--- src/rtl/peak_burst_gen_pkg.sv ---
// Shared definitions for the peak burst generator: FSM state encoding and
// the helper used to size counters.
package peak_burst_gen_pkg;

  typedef enum logic [1:0] {
    IDLE = 2'd0,
    PEAK = 2'd1,
    GAP  = 2'd2,
    DONE = 2'd3
  } state_t;

  // Number of bits needed to hold values 0..n-1; callers pass N+1 to hold 0..N.
  function automatic int clog2(input int n);
    int w;
    w = 0;
    while ((1 << w) < n) w++;
    return (w < 1) ? 1 : w;
  endfunction

endpackage

--- src/rtl/peak_burst_gen.sv ---
// Emits bursts of NUM_PEAKS saturating ramp peaks, each followed by GAP_LEN
// zero samples, on an AXI-stream style output with registered outputs.
module peak_burst_gen
  import peak_burst_gen_pkg::*;
#(
  parameter int DATA_WIDTH = 16,
  parameter int NUM_PEAKS  = 8,
  parameter int GAP_LEN    = 16
) (
  input  logic                  clk,
  input  logic                  reset,
  input  logic                  clear,
  input  logic                  start,
  input  logic [DATA_WIDTH-1:0] base_level,
  input  logic [DATA_WIDTH-1:0] step,
  output logic [DATA_WIDTH-1:0] out_tdata,
  output logic                  out_tvalid,
  output logic                  out_tlast,
  input  logic                  out_tready,
  output logic                  peak_stb,
  output logic                  busy,
  output logic                  done,
  output state_t                fsm_state
);

  // Handshake: a beat transfers on a rising edge where out_tvalid and
  // out_tready are both high; while valid is high and ready is low the
  // state, counters and every output hold unchanged.

  localparam int K_W = clog2(NUM_PEAKS + 1);
  localparam int G_W = clog2(GAP_LEN + 1);
  localparam logic [K_W-1:0] K_LAST   = K_W'(NUM_PEAKS - 1);
  localparam logic [G_W-1:0] GAP_LAST = G_W'(GAP_LEN - 1);

  state_t                state_q, state_d;
  logic [K_W-1:0]        k_q, k_d;
  logic [G_W-1:0]        gap_q, gap_d;
  logic [DATA_WIDTH:0]   acc_q, acc_d;
  logic [DATA_WIDTH-1:0] step_q, step_d;

  logic [DATA_WIDTH-1:0] tdata_d;
  logic                  tvalid_d, tlast_d, stb_d, busy_d, done_d;

  // State, counters, accumulator and output registers
  always_ff @(posedge clk) begin
    if (reset || clear) begin
      state_q    <= IDLE;
      k_q        <= '0;
      gap_q      <= '0;
      acc_q      <= '0;
      step_q     <= '0;
      out_tdata  <= '0;
      out_tvalid <= 1'b0;
      out_tlast  <= 1'b0;
      peak_stb   <= 1'b0;
      busy       <= 1'b0;
      done       <= 1'b0;
    end else begin
      state_q    <= state_d;
      k_q        <= k_d;
      gap_q      <= gap_d;
      acc_q      <= acc_d;
      step_q     <= step_d;
      out_tdata  <= tdata_d;
      out_tvalid <= tvalid_d;
      out_tlast  <= tlast_d;
      peak_stb   <= stb_d;
      busy       <= busy_d;
      done       <= done_d;
    end
  end

  // Next-state and datapath update
  always_comb begin
    state_d = state_q;
    k_d     = k_q;
    gap_d   = gap_q;
    acc_d   = acc_q;
    step_d  = step_q;
    case (state_q)
      IDLE: begin
        if (start) begin
          state_d = PEAK;
          acc_d   = {1'b0, base_level};
          step_d  = step;
          k_d     = '0;
          gap_d   = '0;
        end
      end
      PEAK: begin
        if (out_tready) begin
          gap_d   = '0;
          state_d = GAP;
        end
      end
      GAP: begin
        if (out_tready) begin
          if (gap_q == GAP_LAST) begin
            if (k_q != K_LAST) begin
              k_d = k_q + 1'b1;
              // The carry bit marks saturation; once set the accumulator freezes.
              acc_d   = acc_q[DATA_WIDTH] ? acc_q : acc_q + {1'b0, step_q};
              state_d = PEAK;
            end else begin
              state_d = DONE;
            end
          end else begin
            gap_d = gap_q + 1'b1;
          end
        end
      end
      DONE:    state_d = IDLE;
      default: state_d = IDLE;
    endcase
  end

  // Outputs are decoded from the next state so they land in registers
  // aligned with the state they describe.
  always_comb begin
    tvalid_d = (state_d == PEAK) || (state_d == GAP);
    stb_d    = (state_d == PEAK);
    tdata_d  = '0;
    if (state_d == PEAK)
      tdata_d = acc_d[DATA_WIDTH] ? {DATA_WIDTH{1'b1}} : acc_d[DATA_WIDTH-1:0];
    tlast_d  = (state_d == GAP) && (gap_d == GAP_LAST) && (k_d == K_LAST);
    busy_d   = (state_d != IDLE);
    done_d   = (state_d == DONE);
  end

  assign fsm_state = state_q;

endmodule

--- config.mk ---
export PLATFORM = sky130hd
export DESIGN_NAME = peak_burst_gen
export DESIGN_NICKNAME = d
export VERILOG_FILES = /design/src/rtl/peak_burst_gen_pkg.sv /design/src/rtl/peak_burst_gen.sv
export SDC_FILE = /design/constraint.sdc
export NUM_CORES = 1
export LEC_CHECK = 0
export CORE_AREA = 5 5 88 82
export DETAILED_ROUTE_END_ITERATION = 12
export DIE_AREA = 0 0 93 87
export GPL_TIMING_DRIVEN = 0
export PLACE_DENSITY_LB_ADDON = 0.15
export RECOVER_POWER = 25
export SYNTH_ARGS = -nofsm -noshare
export SYNTH_HDL_FRONTEND = slang
export SYNTH_SLANG_ARGS = --single-unit
--- constraint.sdc ---
create_clock -name clk -period 4.5 [get_ports clk]
set_input_delay 0.9 -clock clk [delete_from_list [all_inputs] [get_ports clk]]
set_output_delay 0.9 -clock clk [all_outputs]
set_load 0.005 [all_outputs]
==> insert_results.sql, run 1 <==
INSERT INTO impl_metrics (metric_group, metric, value, unit) VALUES
('worst_setup_path', 'critPathSlowestCell', 'sky130_fd_sc_hd__a311oi_1', ''),
('job', 'drv_cap', '0', ''),
('logic_synthesis', 'synth-warning-count', '0', ''),
('timing', 'clock-skew-final', '0.00778', 'ns'),
('layout', 'antennaDiodeCount', '0', ''),
('floorplan', 'rows', '28', ''),
('placed_design', 'routabilityCongestion', '0.900', ''),
('logic_synthesis', 'leading_cell_types_by_total_area_after_synthesis', 'sky130_fd_sc_hd__dfxtp_1 38%, sky130_fd_sc_hd__a21oi_1 8.2%, sky130_fd_sc_hd__ha_1 8.0%, sky130_fd_sc_hd__nand2_1 7.1%, sky130_fd_sc_hd__nor2_1 4.9%', ''),
('logic_synthesis', 'postSynthNetCount', '480', ''),
('worst_setup_path', 'timing.setup.critical_path_class', 'in2reg', ''),
('cts', 'cts-resized-gates', '0', ''),
('timing', 'report.final.hold_viol_count', '0', ''),
('power_and_ir_drop', 'internal_power', '1.02', 'mW'),
('logic_synthesis', 'yosys_register_bits', '65', ''),
('timing', 'timing.final.max_slew_violations', '0', ''),
('worst_setup_path', 'critical_path.cell_chain', 'clkdlybuf4s50_1, clkbuf_1, nand2b_1, nor2_1, buf_6, a311oi_1, inv_1, ha_1, nand2_2, clkbuf_1, a21oi_1', ''),
('global_route', 'wire_length_of_the_first_global_routing_pass', '16000', 'µm'),
('global_route', 'total_routing_usage_gr', '25.5', '%'),
('logic_synthesis', 'synth_cell_type_count', '59', ''),
('run_status', 'status', 'finished, final reports clean', ''),
('cts', 'cts_hold_buf', '0', ''),
('layout', 'final_layout_size_suffix_gt1_share', '7.09', '%'),
('detailed_routing', 'drc_errors', '0', ''),
('logic_synthesis', 'postSynth.asyncResetShare', '0', '%'),
('cts', 'cts_htree_levels', '3', ''),
('floorplan', 'die-area', '8090', 'µm²'),
('logic_synthesis', 'instance_count_of_the_mapped_netlist', '420', ''),
('floorplan', 'floorplan.initialDensity', '54.4', '%'),
('power_and_ir_drop', 'ir_drop', '0.000226', 'V'),
('worst_setup_path', 'cp-startpoint', 'start', ''),
('worst_setup_path', 'critical_path_most_common_cell', 'sky130_fd_sc_hd__clkbuf_1', ''),
('hold_path', 'hp-class', 'reg2reg', ''),
('logic_synthesis', 'syn_area_per_cell', '8.16', 'µm²'),
('cts', 'clk-insertion-delay-late', '0.34', 'ns'),
('timing', 'worstMarginPinSlew', '0.843', 'ns'),
('power_and_ir_drop', 'share_clk_of_total_power', '42.9', '%'),
('worst_setup_path', 'critical_path_depth', '11', ''),
('floorplan', 'chipHeight', '87', 'µm'),
('power_and_ir_drop', 'netSwitchingFraction', '23.0', '%'),
('global_route', 'grt_max_degree', '11', ''),
('detailed_routing', 'total_wirelength_of_the_detailed_routed_design', '9630', 'µm'),
('worst_setup_path', 'timing.critical_path.max_delay_family', 'buffers and inverters', ''),
('detailed_routing', 'drt_iter0_drc', '307', ''),
('cts', 'cts-root-buf', 'sky130_fd_sc_hd__clkbuf_8', ''),
('worst_setup_path', 'worst_ep_required_time', '4.70', 'ns'),
('cts', 'clock_tree.buffer_depth', '2', ''),
('timing', 'final_min_period_over_clock_period', '85.1', '%'),
('logic_synthesis', 'number_of_synthesized_flops_with_an_enable_pin', '0', ''),
('timing', 'timing.fmax', '0.261', 'GHz'),
('worst_setup_path', 'cp_data_arrival_time', '4.02', 'ns'),
('power_and_ir_drop', 'combPwrFrac', '11.8', '%'),
('timing', 'setup_viol_count_final', '0', ''),
('cts', 'cts-buffers-inserted', '9', ''),
('worst_setup_path', 'crit_buf_inv', '5', ''),
('detailed_routing', 'dr.pass1.iters', '5', ''),
('timing', 'timing.slew.headroom', '43.7', '%'),
('worst_setup_path', 'reg2regPathDepth', '9', ''),
('floorplan', 'fp.dieW', '93', 'µm'),
('worst_setup_path', 'worstReg2RegEnd', 'out_tdata[5]$_SDFF_PP0_', ''),
('detailed_routing', 'ant_nets', '0', ''),
('cts', 'cts_tree', 'done', ''),
('worst_setup_path', 'cp_max_fo', '10', ''),
('cts', 'cts.reportedPaths.clkPinSlew', '0.06', 'ns'),
('placed_design', 'post-dp-hpwl', '7120', 'µm'),
('layout', 'area_added_between_synthesis_and_finish', '26.6', '%'),
('logic_synthesis', 'synthTopCellsByCount', '65 x sky130_fd_sc_hd__dfxtp_1, 65 x sky130_fd_sc_hd__nand2_1, 56 x sky130_fd_sc_hd__a21oi_1, 45 x sky130_fd_sc_hd__nor2_1, 22 x sky130_fd_sc_hd__ha_1', ''),
('logic_synthesis', 'synth_top_area_cell', 'sky130_fd_sc_hd__dfxtp_1', ''),
('detailed_routing', 'route.detailed.vias_per_inst', '5.82', ''),
('placed_design', 'placement.cell_area', '4110', 'µm²'),
('logic_synthesis', 'top_reg_cell_synth', 'sky130_fd_sc_hd__dfxtp_1', ''),
('logic_synthesis', 'share_of_the_yosys_chip_area_belonging_to_registers', '38.0', '%');
-- cells by family after synthesis --
logic type | after synthesis | share of synthesized area, %
simple gates | 163 | 22.3
compound gates | 122 | 22.7
flops | 65 | 38.0
buf+inv | 34 | 5.07
fa+ha+maj | 23 | 8.61
xor+xnor | 13 | 3.32
-- sequential cells by signal, indices dropped and copies added, names as in the netlist --
register    cells
done            1
step_q         16
busy            1
out_tdata      16
fsm_state       2
acc_q          17
gap_q           5
out_tlast       1
k_q             4
out_tvalid      1
peak_stb        1
-- placed cells by master (no fill, tap or decap), drive strengths merged, types with 3 or more instances in the layout --
master and count:
a21oi 58, nor4 3, o21ai 19, nand2 67, xor2 11, a221oi 8
and2 3, nand2b 6, nand4 8, inv 14, a222oi 5, nand3 6
clkbuf 27, o21bai 5, dlygate4sd3 22, a22oi 3, o211ai 4, nor3 5
dfxtp 65, clkdlybuf4s50 37, nor2 47, ha 22, nor2b 9, buf 6
-- power groups by stage --
stage | clock network [mW] | registers [mW] | logic [mW]
final | 0.567 | 0.599 | 0.156
after global routing | 0.606 | 0.601 | 0.173
after CTS | 0.575 | 0.599 | 0.157
after detailed placement | 0 | 0.612 | 0.156
after global placement | 0 | 0.612 | 0.154
after floorplan | 0 | 0.610 | 0.0866
-- worst min-delay path by stage --
stage,from,endpoint,slack [ns],cells after the start
after global routing,step_q[7]$_SDFFE_PP0P_,step_q[7]$_SDFFE_PP0P_,0.49,2
final,step_q[9]$_SDFFE_PP0P_,step_q[9]$_SDFFE_PP0P_,0.46,2
after global placement,gap_q[4]$_SDFF_PP0_,gap_q[4]$_SDFF_PP0_,0.45,2
after floorplan,gap_q[4]$_SDFF_PP0_,gap_q[4]$_SDFF_PP0_,0.43,2
after detailed placement,step_q[9]$_SDFFE_PP0P_,step_q[9]$_SDFFE_PP0P_,0.45,2
after CTS,step_q[9]$_SDFFE_PP0P_,step_q[9]$_SDFFE_PP0P_,0.46,2
-- worst reg2reg max path: cells and delay by family (launching register included) --
kind            cells  cell delay (ns)
compound gates      2             0.74
fa+ha+maj           1             0.25
buf+inv             3             0.86
flops               1             0.53
simple gates        3             0.55
-- area by class of cell --
cell class / instances / area, µm²
inverter: 14 / 52.6
clock inverter: 2 / 60.1
multi-input combinational: 321 / 1950
buffer: 20 / 121
sequential: 65 / 1300
tap: 75 / 93.8
clock buffer: 13 / 169
timing repair buffer: 59 / 591
fill: 546 / 1960
-- through the flow --
step | worst slack, ns | util (%) | cells
4_1_cts | 0.675 | 68.8 | 569
3_5_place_dp | 0.342 | 65.2 | 554
3_3_place_gp | 0.385 | 65.2 | 554
6_report | 0.671 | 68.8 | 569
2_1_floorplan | 1.75 | - | 420
5_1_grt | 0.418 | 68.8 | 569
-- per-layer routing --
| metal | wire [µm] | up-vias | global-route usage, % | share of wire [%] |
|---|---|---|---|---|
| met5 | 0 | - | 0 | 0 |
| met1 | 4420 | 1557 | 33.8 | 46 |
| met3 | 593 | 14 | 5.01 | 6.2 |
| li1 | - | 1632 | - | - |
| met4 | 173 | 0 | 8.26 | 1.8 |
| met2 | 4450 | 111 | 42.1 | 46 |
No activity file was read; power rests on OpenSTA's default activity.
==> inputs of run 2 (changes only) <==
--- a/config.mk
+++ b/config.mk
@@ -5,9 +5,9 @@
 export SDC_FILE = /design/constraint.sdc
 export NUM_CORES = 1
 export LEC_CHECK = 0
-export CORE_AREA = 5 5 88 82
+export CORE_AREA = 5 5 91 85
 export DETAILED_ROUTE_END_ITERATION = 12
-export DIE_AREA = 0 0 93 87
+export DIE_AREA = 0 0 96 90
 export GPL_TIMING_DRIVEN = 0
 export PLACE_DENSITY_LB_ADDON = 0.15
 export RECOVER_POWER = 25
==> constraint.sdc (replaced) <==
create_clock -name clk -period 4.4 [get_ports clk]
set_input_delay 0.88 -clock clk [delete_from_list [all_inputs] [get_ports clk]]
set_output_delay 0.88 -clock clk [all_outputs]
set_load 0.005 [all_outputs]
==> insert_results.sql, run 2 (synthesis gave the netlist of run 1 again) <==
INSERT INTO impl_metrics (metric_group, metric, value, unit) VALUES
('run_status', 'status', 'finished, final reports clean', ''),
('cts', 'clk-insertion-delay-late', '0.34', 'ns'),
('detailed_routing', 'total_wirelength_of_the_detailed_routed_design', '9580', 'µm'),
('layout', 'final_layout_size_suffix_gt1_share', '7.27', '%'),
('timing', 'rsz_0062_raised_after_global_routing', 'no', ''),
('worst_setup_path', 'worstSetupEndpointType', 'flop', ''),
('timing', 'clock-skew-final', '0.00929', 'ns'),
('floorplan', 'ios', '60', ''),
('placed_design', 'routabilityCongestion', '0.935', ''),
('worst_setup_path', 'critical_path.endpoint', 'out_tdata[12]$_SDFF_PP0_', ''),
('detailed_routing', 'detail_route.wirelength.met1', '4160', 'µm'),
('floorplan', 'fp.dieW', '96', 'µm'),
('timing', 'setup_viol_count_final', '0', ''),
('cts', 'postCtsSetupRepairBufs', '0', ''),
('timing', 'report.final.hold_viol_count', '0', ''),
('cts', 'cts_hold_buf', '0', ''),
('global_route', 'antenna_found_initial', '0', ''),
('power_and_ir_drop', 'powerDensity', '295', 'nW/µm²'),
('timing', 'timing.final.max_slew_violations', '0', ''),
('hold_path', 'hp-class', 'reg2reg', ''),
('timing', 'timing.final.crit_period', '3.72', 'ns'),
('floorplan', 'die-area', '8640', 'µm²'),
('detailed_routing', 'route.detailed.vias_per_inst', '5.62', ''),
('worst_setup_path', 'worstReg2RegEnd', 'out_tdata[12]$_SDFF_PP0_', ''),
('detailed_routing', 'ant_nets', '0', ''),
('placed_design', 'place_worst_setup_slack', '0.370', 'ns'),
('floorplan', 'rows', '29', ''),
('global_route', 'total_routing_usage_gr', '23.0', '%'),
('global_route', 'grt_max_degree', '12', ''),
('layout', 'reg_top3', 'acc_q: 17 flops, out_tdata: 16 flops, step_q: 16 flops', ''),
('placed_design', 'dp_cells', '572', ''),
('detailed_routing', 'wl_per_cell', '16.3', 'µm'),
('cts', 'cts-resized-gates', '0', ''),
('detailed_routing', 'dr.pass1.iters', '5', ''),
('detailed_routing', 'drt_iter0_drc', '197', ''),
('layout', 'antennaDiodeCount', '0', ''),
('detailed_routing', 'met2RoutedLength', '4520', 'µm'),
('worst_setup_path', 'reg2reg_from', 'fsm_state[1]$_SDFF_PP0_', ''),
('floorplan', 'chipHeight', '90', 'µm'),
('timing', 'timing.fmax', '0.269', 'GHz'),
('power_and_ir_drop', 'cellLeakagePower', '1.76', 'nW'),
('placed_design', 'port_buffers', '59', ''),
('layout', 'register_with_the_highest_flop_count', 'acc_q', ''),
('job', 'drv_cap', '0', ''),
('cts', 'cts_htree_levels', '3', ''),
('cts', 'cts-buffers-inserted', '9', ''),
('layout', 'largest_reg_flops', '17', ''),
('worst_setup_path', 'setup.reg_to_reg.worst_slack', '1.44', 'ns'),
('cts', 'cts-root-buf', 'sky130_fd_sc_hd__clkbuf_8', ''),
('floorplan', 'floorplan.initialDensity', '50.8', '%'),
('placed_design', 'post-dp-hpwl', '7110', 'µm'),
('worst_setup_path', 'worst_setup_path_start_kind', 'input port', ''),
('floorplan', 'core_region_area', '6750', 'µm²'),
('detailed_routing', 'drc_errors', '0', ''),
('worst_setup_path', 'cp_data_arrival_time', '3.91', 'ns'),
('worst_setup_path', 'cp_max_fo', '10', ''),
('timing', 'worstMarginPinSlew', '0.818', 'ns'),
('cts', 'cts_tree', 'done', ''),
('global_route', 'globalRouteOverflowTotal', '0', ''),
('detailed_routing', 'met3WireLength', '785', 'µm'),
('layout', 'layout_common_cells', '65 x sky130_fd_sc_hd__nand2_1, 65 x sky130_fd_sc_hd__dfxtp_1, 56 x sky130_fd_sc_hd__a21oi_1', ''),
('worst_setup_path', 'worst_ep_required_time', '4.59', 'ns'),
('layout', 'area_added_between_synthesis_and_finish', '26.4', '%'),
('timing', 'fin_ws', '0.682', 'ns'),
('worst_setup_path', 'reg2regPathDepth', '9', ''),
('cts', 'cts.sinks', '65', ''),
('worst_setup_path', 'timing.setup.critical_path_class', 'in2reg', ''),
('layout', 'layout.cells.non_filler', '588', ''),
('timing', 'final_min_period_over_clock_period', '84.5', '%'),
('detailed_routing', 'top_signal_layer_used', 'met4', ''),
('cts', 'cts.reportedPaths.clkPinSlew', '0.08', 'ns'),
('timing', 'setup_tns', '0', 'ns'),
('layout', 'finalNetCount', '550', ''),
('timing', 'timing.slew.headroom', '45.1', '%'),
('global_route', 'grt_pass1_vias', '3178', ''),
('detailed_routing', 'detailroute.via_count', '3306', ''),
('global_route', 'wire_length_of_the_first_global_routing_pass', '15600', 'µm'),
('power_and_ir_drop', 'ir_drop', '0.000201', 'V'),
('worst_setup_path', 'cp-startpoint', 'start', ''),
('cts', 'clock_tree.buffer_depth', '2', '');
## run 2: area by class of cell
class | instances | area, µm²
inverter | 14 | 52.6
clock buffer | 11 | 141
fill | 604 | 2420
sequential | 65 | 1300
tap | 93 | 116
clock inverter | 5 | 55.1
buffer | 20 | 121
multi-input combinational | 321 | 1950
timing repair buffer | 59 | 591
## run 2: report_power, final
group	leakage [nW]	switching [mW]	internal (mW)
logic	1.13	0.0852	0.0752
registers	0.527	0.00916	0.603
clock network	0.0953	0.228	0.275
## run 2: worst max-delay path: stages
cell                              delay [ns]
sky130_fd_sc_hd__clkdlybuf4s50_1        0.44
sky130_fd_sc_hd__clkbuf_1               0.29
sky130_fd_sc_hd__nand2b_1               0.21
sky130_fd_sc_hd__nor2_1                 0.16
sky130_fd_sc_hd__buf_6                  0.19
sky130_fd_sc_hd__a311oi_1               0.56
sky130_fd_sc_hd__inv_1                  0.14
sky130_fd_sc_hd__ha_1                   0.24
sky130_fd_sc_hd__nand2_2                0.18
sky130_fd_sc_hd__clkbuf_1               0.51
sky130_fd_sc_hd__a21oi_1                0.10
## run 2: how the worst min path moves through the flow
| stage | startpoint | to | slack (ns) | depth (start not counted) |
|---|---|---|---|---|
| floorplan | gap_q[4]$_SDFF_PP0_ | gap_q[4]$_SDFF_PP0_ | 0.43 | 2 |
| finish | step_q[3]$_SDFFE_PP0P_ | step_q[3]$_SDFFE_PP0P_ | 0.47 | 2 |
| detailed placement | step_q[3]$_SDFFE_PP0P_ | step_q[3]$_SDFFE_PP0P_ | 0.46 | 2 |
| global placement | step_q[6]$_SDFFE_PP0P_ | step_q[6]$_SDFFE_PP0P_ | 0.45 | 2 |
| global route | step_q[6]$_SDFFE_PP0P_ | step_q[6]$_SDFFE_PP0P_ | 0.48 | 2 |
| CTS | step_q[3]$_SDFFE_PP0P_ | step_q[3]$_SDFFE_PP0P_ | 0.47 | 2 |
## run 2: per-stage QoR
step,total power [mW],hold slack (ns),utilization [%],area (µm²)
after floorplan,0.712,0.428,-,3430
after global placement,0.784,0.452,61.3,4140
after detailed placement,0.787,0.459,61.3,4140
after CTS,1.29,0.469,64.2,4330
after global routing,1.33,0.484,64.2,4330
final,1.28,0.467,64.2,4330
## run 2: routing by layer
layer | vias to the layer above | GRT usage (%)
li1 | 1634 | -
met3 | 14 | 4.92
met4 | 0 | 6.99
met1 | 1508 | 30.5
met2 | 150 | 36.9
met5 | - | 0
==> inputs of run 3 (changes only) <==
==> constraint.sdc (replaced) <==
create_clock -name clk -period 3.68 [get_ports clk]
set_input_delay 0.736 -clock clk [delete_from_list [all_inputs] [get_ports clk]]
set_output_delay 0.736 -clock clk [all_outputs]
set_load 0.005 [all_outputs]
==> insert_results.sql, run 3 (synthesis gave the netlist of run 1 again) <==
INSERT INTO impl_metrics (metric_group, metric, value, unit) VALUES
('timing', 'worstMarginPinSlew', '0.847', 'ns'),
('layout', 'antennaDiodeCount', '0', ''),
('timing', 'setup_viol_count_final', '0', ''),
('detailed_routing', 'wl_per_cell', '16.3', 'µm'),
('detailed_routing', 'drt_iter0_drc', '218', ''),
('cts', 'clk-insertion-delay-late', '0.34', 'ns'),
('cts', 'cts-root-buf', 'sky130_fd_sc_hd__clkbuf_8', ''),
('worst_setup_path', 'cp-startpoint', 'start', ''),
('placed_design', 'routabilityCongestion', '0.935', ''),
('floorplan', 'rows', '29', ''),
('cts', 'cts-buffers-inserted', '9', ''),
('layout', 'reg_top3', 'acc_q: 17 flops, out_tdata: 16 flops, step_q: 16 flops', ''),
('layout', 'register_with_the_highest_flop_count', 'acc_q', ''),
('timing', 'timing.fmax', '0.308', 'GHz'),
('job', 'drv_cap', '0', ''),
('detailed_routing', 'detailroute.via_count', '3284', ''),
('worst_setup_path', 'worst_ep_required_time', '3.93', 'ns'),
('placed_design', 'post-dp-hpwl', '7110', 'µm'),
('detailed_routing', 'total_wirelength_of_the_detailed_routed_design', '9540', 'µm'),
('worst_setup_path', 'setup.reg_to_reg.worst_slack', '1.10', 'ns'),
('layout', 'post_route_design_area', '4330', 'µm²'),
('worst_setup_path', 'cp_data_arrival_time', '3.50', 'ns'),
('cts', 'cts-resized-gates', '0', ''),
('layout', 'layout.core_utilization', '64.1', '%'),
('placed_design', 'port_buffers', '59', ''),
('power_and_ir_drop', 'cellLeakagePower', '1.75', 'nW'),
('floorplan', 'die-area', '8640', 'µm²'),
('worst_setup_path', 'critical_path.cell_chain', 'clkdlybuf4s50_1, clkbuf_1, nand2b_1, nor2_1, buf_6, a311oi_1, inv_1, ha_1, nand2_2, a31oi_1', ''),
('worst_setup_path', 'reg2reg_from', 'fsm_state[0]$_SDFF_PP0_', ''),
('timing', 'fin_ws', '0.430', 'ns'),
('cts', 'postCtsSetupRepairBufs', '0', ''),
('run_status', 'status', 'finished, final reports clean', ''),
('worst_setup_path', 'cp_max_fo', '17', ''),
('global_route', 'grt_max_degree', '12', ''),
('placed_design', 'place_worst_setup_slack', '-0.206', 'ns'),
('placed_design', 'dp_cells', '572', ''),
('placed_design', 'placement.cell_area', '4140', 'µm²'),
('floorplan', 'ios', '60', ''),
('worst_setup_path', 'worstSetupEndpointType', 'flop', ''),
('timing', 'rsz_0062_raised_after_global_routing', 'no', ''),
('global_route', 'antenna_found_initial', '0', ''),
('timing', 'timing.slew.headroom', '43.2', '%'),
('hold_path', 'worst_hold_path.num_cells', '2', ''),
('floorplan', 'floorplan.initialDensity', '50.8', '%'),
('worst_setup_path', 'worst_setup_path_start_kind', 'input port', ''),
('timing', 'timing.final.max_slew_violations', '0', ''),
('detailed_routing', 'route.detailed.vias_per_inst', '5.59', ''),
('hold_path', 'hp-class', 'reg2reg', ''),
('cts', 'clock_tree.buffer_depth', '2', ''),
('detailed_routing', 'ant_nets', '0', ''),
('timing', 'final_min_period_over_clock_period', '88.3', '%'),
('detailed_routing', 'dr.pass1.iters', '5', ''),
('global_route', 'grt_pass1_vias', '3178', ''),
('floorplan', 'core_region_area', '6750', 'µm²'),
('worst_setup_path', 'crit_buf_inv', '4', ''),
('detailed_routing', 'drc_errors', '0', ''),
('layout', 'area_added_between_synthesis_and_finish', '26.2', '%'),
('worst_setup_path', 'timing.setup.critical_path_class', 'in2reg', ''),
('global_route', 'total_routing_usage_gr', '23.0', '%'),
('cts', 'cts_htree_levels', '3', ''),
('worst_setup_path', 'reg2regPathDepth', '8', ''),
('floorplan', 'chipHeight', '90', 'µm'),
('global_route', 'globalRouteOverflowTotal', '0', ''),
('worst_setup_path', 'worstReg2RegEnd', 'out_tdata[15]$_SDFF_PP0_', ''),
('power_and_ir_drop', 'ir_drop', '0.000240', 'V'),
('layout', 'largest_reg_flops', '17', ''),
('worst_setup_path', 'critical_path_depth', '10', ''),
('cts', 'cts.reportedPaths.clkPinSlew', '0.08', 'ns'),
('layout', 'layout_common_cells', '65 x sky130_fd_sc_hd__nand2_1, 65 x sky130_fd_sc_hd__dfxtp_1, 56 x sky130_fd_sc_hd__a21oi_1', ''),
('global_route', 'wire_length_of_the_first_global_routing_pass', '15600', 'µm'),
('cts', 'cts.sinks', '65', ''),
('layout', 'final_layout_size_suffix_gt1_share', '7.29', '%'),
('power_and_ir_drop', 'powerDensity', '353', 'nW/µm²'),
('timing', 'report.final.hold_viol_count', '0', ''),
('layout', 'layout.cells.non_filler', '587', ''),
('worst_setup_path', 'critical_path.endpoint', 'out_tdata[15]$_SDFF_PP0_', ''),
('cts', 'cts_tree', 'done', ''),
('worst_setup_path', 'cpPeakStageDelay', '0.50', 'ns'),
('worst_setup_path', 'critPathSlowestCell', 'sky130_fd_sc_hd__clkdlybuf4s50_1', ''),
('power_and_ir_drop', 'power.total', '1.53', 'mW'),
('worst_setup_path', 'timing.critical_path.max_delay_family', 'buffers and inverters', ''),
('cts', 'cts_hold_buf', '0', ''),
('timing', 'timing.final.crit_period', '3.25', 'ns'),
('floorplan', 'fp.dieW', '96', 'µm'),
('layout', 'finalNetCount', '549', ''),
('timing', 'clock-skew-final', '0.00872', 'ns');
[run 3: worst min-delay path by stage]
| stage | from | end | slack (ns) |
|---|---|---|---|
| global route | step_q[6]$_SDFFE_PP0P_ | step_q[6]$_SDFFE_PP0P_ | 0.48 |
| finish | step_q[3]$_SDFFE_PP0P_ | step_q[3]$_SDFFE_PP0P_ | 0.47 |
| floorplan | gap_q[4]$_SDFF_PP0_ | gap_q[4]$_SDFF_PP0_ | 0.43 |
| CTS | step_q[3]$_SDFFE_PP0P_ | step_q[3]$_SDFFE_PP0P_ | 0.47 |
| detailed placement | step_q[3]$_SDFFE_PP0P_ | step_q[3]$_SDFFE_PP0P_ | 0.46 |
| global placement | step_q[6]$_SDFFE_PP0P_ | step_q[6]$_SDFFE_PP0P_ | 0.45 |
[run 3: area by class of cell]
class / instances / area, µm²
fillers: 603 / 2420
multi-input cells: 321 / 1950
flip-flops and latches: 65 / 1300
repair buffers: 59 / 591
clock buffers: 11 / 141
plain buffers: 19 / 118
well taps: 93 / 116
clock inverters: 5 / 55.1
inverters: 14 / 52.6
[run 3: worst min-delay path, stage by stage, from the launching register on]
cell	delay, ns
sky130_fd_sc_hd__dfxtp_1	0.32
sky130_fd_sc_hd__nand2_1	0.05
sky130_fd_sc_hd__a21oi_1	0.05
[run 3: power breakdown]
group	internal, mW	switching, mW
Sequential	0.721	0.0110
Clock	0.329	0.273
Combinational	0.0898	0.102
Total	1.14	0.386
[run 3: metal layers]
layer | GRT usage [%] | wire length (µm)
met5 | 0 | 0
met3 | 4.92 | 778
met4 | 6.99 | 131
met2 | 36.9 | 4470
met1 | 30.5 | 4160
[run 3: through the flow]
stage | hold WS (ns) | setup TNS, ns
2_1_floorplan | 0.428 | 0
3_3_place_gp | 0.452 | -1.62
3_5_place_dp | 0.459 | -1.96
4_1_cts | 0.469 | 0
5_1_grt | 0.484 | 0
6_report | 0.468 | 0
